[config.mk]
export PLATFORM = sky130hd
export DESIGN_NAME = gpio_pinmux_sync
export DESIGN_NICKNAME = d
export VERILOG_FILES = /design/src/rtl/gpio_pinmux_sync.sv
export SDC_FILE = /design/constraint.sdc
export NUM_CORES = 1
export LEC_CHECK = 0
export CORE_MARGIN = 3
export CORE_UTILIZATION = 49
export DETAILED_ROUTE_END_ITERATION = 7
export PLACE_DENSITY = 0.83
export SETUP_SLACK_MARGIN = 0.15
export SYNTH_ARGS = -nofsm -noshare
export SYNTH_HDL_FRONTEND = slang
export SYNTH_SLANG_ARGS = --single-unit
export TNS_END_PERCENT = 20
[constraint.sdc]
create_clock -name HCLK -period 2.05 [get_ports HCLK]
set_input_delay 0.3075 -clock HCLK [delete_from_list [all_inputs] [get_ports HCLK]]
set_output_delay 0.3075 -clock HCLK [all_outputs]
set_load 0.1 [all_outputs]
[src/rtl/gpio_pinmux_sync.sv]
// Per-pin GPIO / alternate-function pad multiplexer with break-before-make switching.
// Define GPIO_PINMUX_FILTER_EN to compile in the input glitch filter.
module gpio_pinmux_sync #(
    parameter int unsigned PORTWIDTH    = 16,
    parameter int unsigned ALTFUNC      = 4,
    parameter int unsigned SYNC_STAGES  = 2,
    parameter int unsigned FILT_CYCLES  = 4,
    parameter int unsigned GUARD_CYCLES = 2,
    localparam int unsigned SELW        = $clog2(ALTFUNC)
) (
    input  logic                           HCLK,
    input  logic                           HRESET,
    input  logic [PORTWIDTH-1:0]           PORTOUT,
    input  logic [PORTWIDTH-1:0]           PORTEN,
    input  logic [PORTWIDTH-1:0]           PORTFUNC,
    input  logic [PORTWIDTH*SELW-1:0]      ALT_SEL,
    input  logic [PORTWIDTH*ALTFUNC-1:0]   ALT_FUNC_OUT,
    input  logic [PORTWIDTH*ALTFUNC-1:0]   ALT_FUNC_OE,
    input  logic [PORTWIDTH-1:0]           PAD_IN,
    output logic [PORTWIDTH-1:0]           PAD_OUT,
    output logic [PORTWIDTH-1:0]           PAD_OE,
    output logic [PORTWIDTH-1:0]           PORTIN,
    output logic [PORTWIDTH*ALTFUNC-1:0]   ALT_FUNC_IN,
    output logic [PORTWIDTH-1:0]           SWITCH_BUSY
);

    localparam int unsigned CNTW  = $clog2(GUARD_CYCLES + 1);
    localparam int unsigned FCNTW = $clog2(FILT_CYCLES) + 1;

    typedef enum logic {StActive, StGuard} state_e;

`ifndef GPIO_PINMUX_FILTER_EN
    logic [31:0] filt_cycles_unused;
    assign filt_cycles_unused = 32'(FILT_CYCLES);
`endif

    for (genvar j = 0; j < PORTWIDTH; j++) begin : g_pin
        state_e              state_q;
        logic                act_func_q, pend_func_q;
        logic [SELW-1:0]     act_sel_q, pend_sel_q;
        logic [CNTW-1:0]     cnt_q;
        logic                pad_out_q, pad_oe_q;
        logic                req_func;
        logic [SELW-1:0]     req_sel;
        logic                req_diff, pend_diff;
        logic                mux_out, mux_oe;
        logic [SYNC_STAGES-1:0] sync_q;
        logic                s, filt;

        // Select bits are don't-care in GPIO mode, so normalise them away before comparing.
        assign req_func  = PORTFUNC[j];
        assign req_sel   = PORTFUNC[j] ? ALT_SEL[j*SELW +: SELW] : '0;
        assign req_diff  = {req_func, req_sel} != {act_func_q, act_sel_q};
        assign pend_diff = {req_func, req_sel} != {pend_func_q, pend_sel_q};

        always_comb begin
            mux_out = 1'b0;
            mux_oe  = 1'b0;
            if (!act_func_q) begin
                mux_out = PORTOUT[j];
                mux_oe  = PORTEN[j];
            end else begin
                for (int f = 0; f < ALTFUNC; f++) begin
                    if (act_sel_q == SELW'(f)) begin
                        mux_out = ALT_FUNC_OUT[f*PORTWIDTH + j];
                        mux_oe  = ALT_FUNC_OE[f*PORTWIDTH + j];
                    end
                end
            end
        end

        always_ff @(posedge HCLK) begin
            if (HRESET) begin
                state_q     <= StActive;
                act_func_q  <= 1'b0;
                act_sel_q   <= '0;
                pend_func_q <= 1'b0;
                pend_sel_q  <= '0;
                cnt_q       <= '0;
                pad_out_q   <= 1'b0;
                pad_oe_q    <= 1'b0;
            end else begin
                unique case (state_q)
                    StActive: begin
                        if (req_diff) begin
                            state_q     <= StGuard;
                            cnt_q       <= CNTW'(GUARD_CYCLES - 1);
                            pend_func_q <= req_func;
                            pend_sel_q  <= req_sel;
                            pad_oe_q    <= 1'b0;
                        end else begin
                            pad_out_q <= mux_out;
                            pad_oe_q  <= mux_oe;
                        end
                    end
                    StGuard: begin
                        // A newer request restarts the blanking interval.
                        if (pend_diff) begin
                            cnt_q       <= CNTW'(GUARD_CYCLES - 1);
                            pend_func_q <= req_func;
                            pend_sel_q  <= req_sel;
                        end else if (cnt_q == '0) begin
                            act_func_q <= pend_func_q;
                            act_sel_q  <= pend_sel_q;
                            state_q    <= StActive;
                        end else begin
                            cnt_q <= cnt_q - CNTW'(1);
                        end
                    end
                    default: state_q <= StActive;
                endcase
            end
        end

        always_ff @(posedge HCLK) begin
            if (HRESET) sync_q <= '0;
            else        sync_q <= {sync_q[SYNC_STAGES-2:0], PAD_IN[j]};
        end
        assign s = sync_q[SYNC_STAGES-1];

`ifdef GPIO_PINMUX_FILTER_EN
        logic [FCNTW-1:0] fcnt_q;
        logic             filt_q;

        always_ff @(posedge HCLK) begin
            if (HRESET) begin
                fcnt_q <= '0;
                filt_q <= 1'b0;
            end else if (s == filt_q) begin
                fcnt_q <= '0;
            end else if (fcnt_q == FCNTW'(FILT_CYCLES - 1)) begin
                fcnt_q <= '0;
                filt_q <= s;
            end else begin
                fcnt_q <= fcnt_q + FCNTW'(1);
            end
        end
        assign filt = filt_q;
`else
        assign filt = s;
`endif

        assign PAD_OUT[j]     = pad_out_q;
        assign PAD_OE[j]      = pad_oe_q;
        assign SWITCH_BUSY[j] = (state_q == StGuard);
        assign PORTIN[j]      = pad_oe_q ? 1'b0 : filt;

        // Peripherals see idle-high unless they currently own the pin.
        for (genvar f = 0; f < ALTFUNC; f++) begin : g_afi
            assign ALT_FUNC_IN[f*PORTWIDTH + j] =
                (state_q == StActive && act_func_q && act_sel_q == SELW'(f)) ? filt : 1'b1;
        end
    end

endmodule
==> results.json <==
{
  "skew_ns": 0.0129,
  "syn_nets": 1634,
  "cpPeakStageDelay_ns": 0.34,
  "yosys_register_bits": 208,
  "synth-simple-area-share_pct": 26.1,
  "p_per_area_mw_per_mm2": 668,
  "crit_arrival_ns": 1.63,
  "power_mw": 11.9,
  "outcome": "finished clean",
  "critPathKind": "reg -> out",
  "numCtsBuffers": 24,
  "slew_headroom_pct": 52.2,
  "cp_data_required_time_ns": 1.74,
  "peakVddDrop_mv": 0.466,
  "min_path_cells": 2,
  "end_kind": "output port",
  "whs_endpoint": "g_pin[7].pad_oe_q$_SDFFE_PP0N_",
  "ys_warn_count": 0,
  "synth_edf_count": 0,
  "clk_latency_ns": 0.51,
  "swShare_pct": 29.6,
  "nFillCells": 1801,
  "dp_cells": 2022,
  "hpwl_um": 26200,
  "rr_startpoint": "g_pin[14].act_sel_q[1]$_SDFFE_PP0P_",
  "path_cells": "nor3b_4 -> nor2b_4 -> nand2_2 -> buf_12",
  "cts_sinks": 208,
  "maxCapViolCount": 0,
  "netlist_area_mm2": 0.0125,
  "r2r_slack_ns": 0.38,
  "place_congestion": 0.883,
  "fin_nets": 1972,
  "period_needed_ns": 1.93,
  "synth_compound_gate_area_share_pct": 20.2,
  "die_area_mm2": 0.0274,
  "p_int_mw": 8.34,
  "synthTopCellsByCount": "dfxtp_1, nand3_1, a21oi_1",
  "portBuffers": 353,
  "slowest_stage": "dfxtp_2",
  "drt-initial-drc-count": 720,
  "finalSetupViolCount": 0,
  "grt_pass1_vias": 11825,
  "wl_per_cell_um": 17.3,
  "drive_gt1_share_pct": 23.1,
  "sequentialPowerShare_pct": 38.2,
  "yosysMostFrequentCell": "dfxtp_1",
  "antenna_found_initial": 0,
  "vias_per_cell": 5.89,
  "yosysUniqueCellTypes": 58,
  "async_flop_share_pct": 0,
  "seq_area_frac_synth_pct": 33.4,
  "initial_core_util_pct": 50.5,
  "max_freq_mhz": 517,
  "syn_avg_cell_area_um2": 8.95,
  "die_w_um": 165,
  "num_vias": 12191,
  "synth_top_family_by_area": "simple AND/OR/NAND/NOR gates",
  "p_comb_share_pct": 23.8,
  "hp-start": "HRESET",
  "netlist_instances": 1392,
  "ys.flop_type": "dfxtp_1",
  "crit_fanout": 3,
  "fin_crit_sh_pct": 94.4,
  "yosys.area.top_type": "dfxtp_1",
  "grt_pass1_wl_um": 56700,
  "grtUsageTotal_pct": 24.6,
  "slew_viol_final": 0,
  "firstDrtPassIters": 8,
  "ant_nets": 0,
  "rows": 57,
  "grt-ovfl-total": 0,
  "wl_um": 35800,
  "hp-class": "in -> reg",
  "p_clk_share_pct": 38.0,
  "p_switching_mw": 3.51,
  "layout.cells.non_filler": 2070,
  "muxShareOfSynthArea_pct": 11.0,
  "rsz0062_at_grt": "yes",
  "worst_pin_slew_ns": 0.706,
  "ctsHoldBuffers": 0,
  "hold_slack_ns": 0.229,
  "area_delta_synth_final_pct": 42.5,
  "ioPinCount": 354,
  "fp.coreArea_mm2": 0.0247,
  "cts.reportedPaths.clkPinSlew_ns": 0.06,
  "yosys-top-cells-area": "dfxtp_1, mux4_2, nand3_1",
  "htree_levels": 1,
  "p_leak_nw": 6.67,
  "dieHeight_um": 165,
  "n_antenna_cell": 0,
  "synth-xor-area-share_pct": 0.633,
  "regToRegEndpoint": "g_pin[14].pad_out_q$_SDFFE_PP0P_",
  "synthAdderAreaFrac_pct": 1.61,
  "synth_top_area_share_pct": 33.4,
  "hold_viol_final": 0,
  "cts_max_path_buffers": 3,
  "remaining_drc_errors": 0,
  "grt_max_degree": 71,
  "cp-start-kind": "flop",
  "cts_tree": "yes",
  "root_buffer": "clkbuf_16",
  "worstRegToRegCells": 5
}
## layout by cell type (no fill, tap or decap), types with 30 or more instances in the layout
| cell | Yosys | layout |
|---|---|---|
| clkdlybuf4s50_1 | 0 | 224 |
| dfxtp_1 | 208 | 179 |
| buf_4 | 54 | 168 |
| nand3_1 | 128 | 128 |
| a21oi_1 | 107 | 107 |
| nor2b_1 | 73 | 68 |
| nand3b_1 | 51 | 51 |
| o21ai_0 | 49 | 49 |
| buf_12 | 0 | 48 |
| nand2b_1 | 47 | 46 |
| mux2i_1 | 46 | 46 |
| nand2_1 | 45 | 44 |
| nor2_1 | 38 | 38 |
| inv_1 | 32 | 32 |
| mux4_2 | 30 | 30 |
## state kept, by name, indices dropped and copies added (netlist names)
signal	count
g_pin.act_func_q	16
g_pin.act_sel_q	32
g_pin.cnt_q	32
g_pin.pad_oe_q	16
g_pin.pad_out_q	16
g_pin.pend_func_q	16
g_pin.pend_sel_q	32
g_pin.state_q	16
g_pin.sync_q	32
## layer usage
| layer | track usage [%] | wire (um) | up-vias |
|---|---|---|---|
| met1 | 29.3 | 14200 | 5757 |
| met3 | 5.11 | 2850 | 69 |
| met5 | 0 | 0 | - |
| met4 | 7.45 | 906 | 0 |
| li1 | - | - | 5895 |
| met2 | 44.4 | 17800 | 470 |
## through the flow
stage | setup TNS, ns | cell area (um2) | setup WS (ns) | util (%)
global route | 0 | 17800 | 0.0322 | 71.9
floorplan | 0 | 12500 | 0.0605 | -
CTS | 0 | 17600 | 0.0800 | 71.5
global placement | 0 | 16600 | 0.0244 | 67.2
finish | 0 | 17800 | 0.116 | 71.9
detailed placement | -0.605 | 16600 | -0.0846 | 67.2
## power by group through the flow
stage	Sequential (mW)	Combinational, mW	Clock, mW
after floorplan	4.50	1.89	0
after global placement	4.59	2.71	0
after detailed placement	4.60	2.78	0
after CTS	4.51	2.81	4.60
after global routing	4.56	3.03	4.77
final	4.53	2.82	4.51
## timing repair
| action | 4_1_cts | 5_1_grt |
|---|---|---|
| pin swaps | 3 | 7 |
| endpoints found under the setup margin | 62 | 56 |
| hold endpoints to repair | 0 | 0 |
| buffers inserted | 6 | 0 |
| gates resized for setup | 47 | 33 |
## cells by family (layout without fill, tap and decap cells)
kind of cell | count (synthesis) | count (layout)
AOI/OAI and AO/OA | 358 | 358
xor gates and xnor gates | 9 | 9
adders and majority gates | 16 | 16
buffers and inverters | 167 | 521
DFF | 208 | 208
muxes | 94 | 94
and+or+nand+nor | 540 | 540
## worst max-delay path: cells and delay by family, from the launching register on
family,cells,cell delay [ns]
flip-flops,1,0.34
AND/OR/NAND/NOR,3,0.60
buffers and inverters,1,0.17
## layout make-up
type                            count  area [um2]  area share [%]
Multi-Input combinational cell   1017        7620            42.9
Timing Repair Buffer              447        4540            25.6
Sequential cell                   208        4220            23.7
Clock buffer                       35         733            4.13
Tap cell                          324         405            2.28
Inverter                           32         120           0.677
Clock inverter                      7         114           0.641
## how the worst max path moves through the flow
stage,end,cells past startpoint,from,slack [ns]
2_1_floorplan,PORTIN[12],1,g_pin[12].sync_q[1]$_SDFF_PP0_,0.06
3_3_place_gp,g_pin[8].pend_func_q$_SDFFE_PP0P_,5,PORTFUNC[8],0.02
5_1_grt,ALT_FUNC_IN[17],4,g_pin[1].state_q$_SDFF_PP0_,0.03
6_report,ALT_FUNC_IN[17],4,g_pin[1].state_q$_SDFF_PP0_,0.12
3_5_place_dp,g_pin[13].pend_func_q$_SDFFE_PP0P_,5,PORTFUNC[13],-0.08
4_1_cts,ALT_FUNC_IN[53],3,g_pin[5].act_func_q$_SDFFE_PP0P_,0.08
Power figures use the tool's default switching activity.
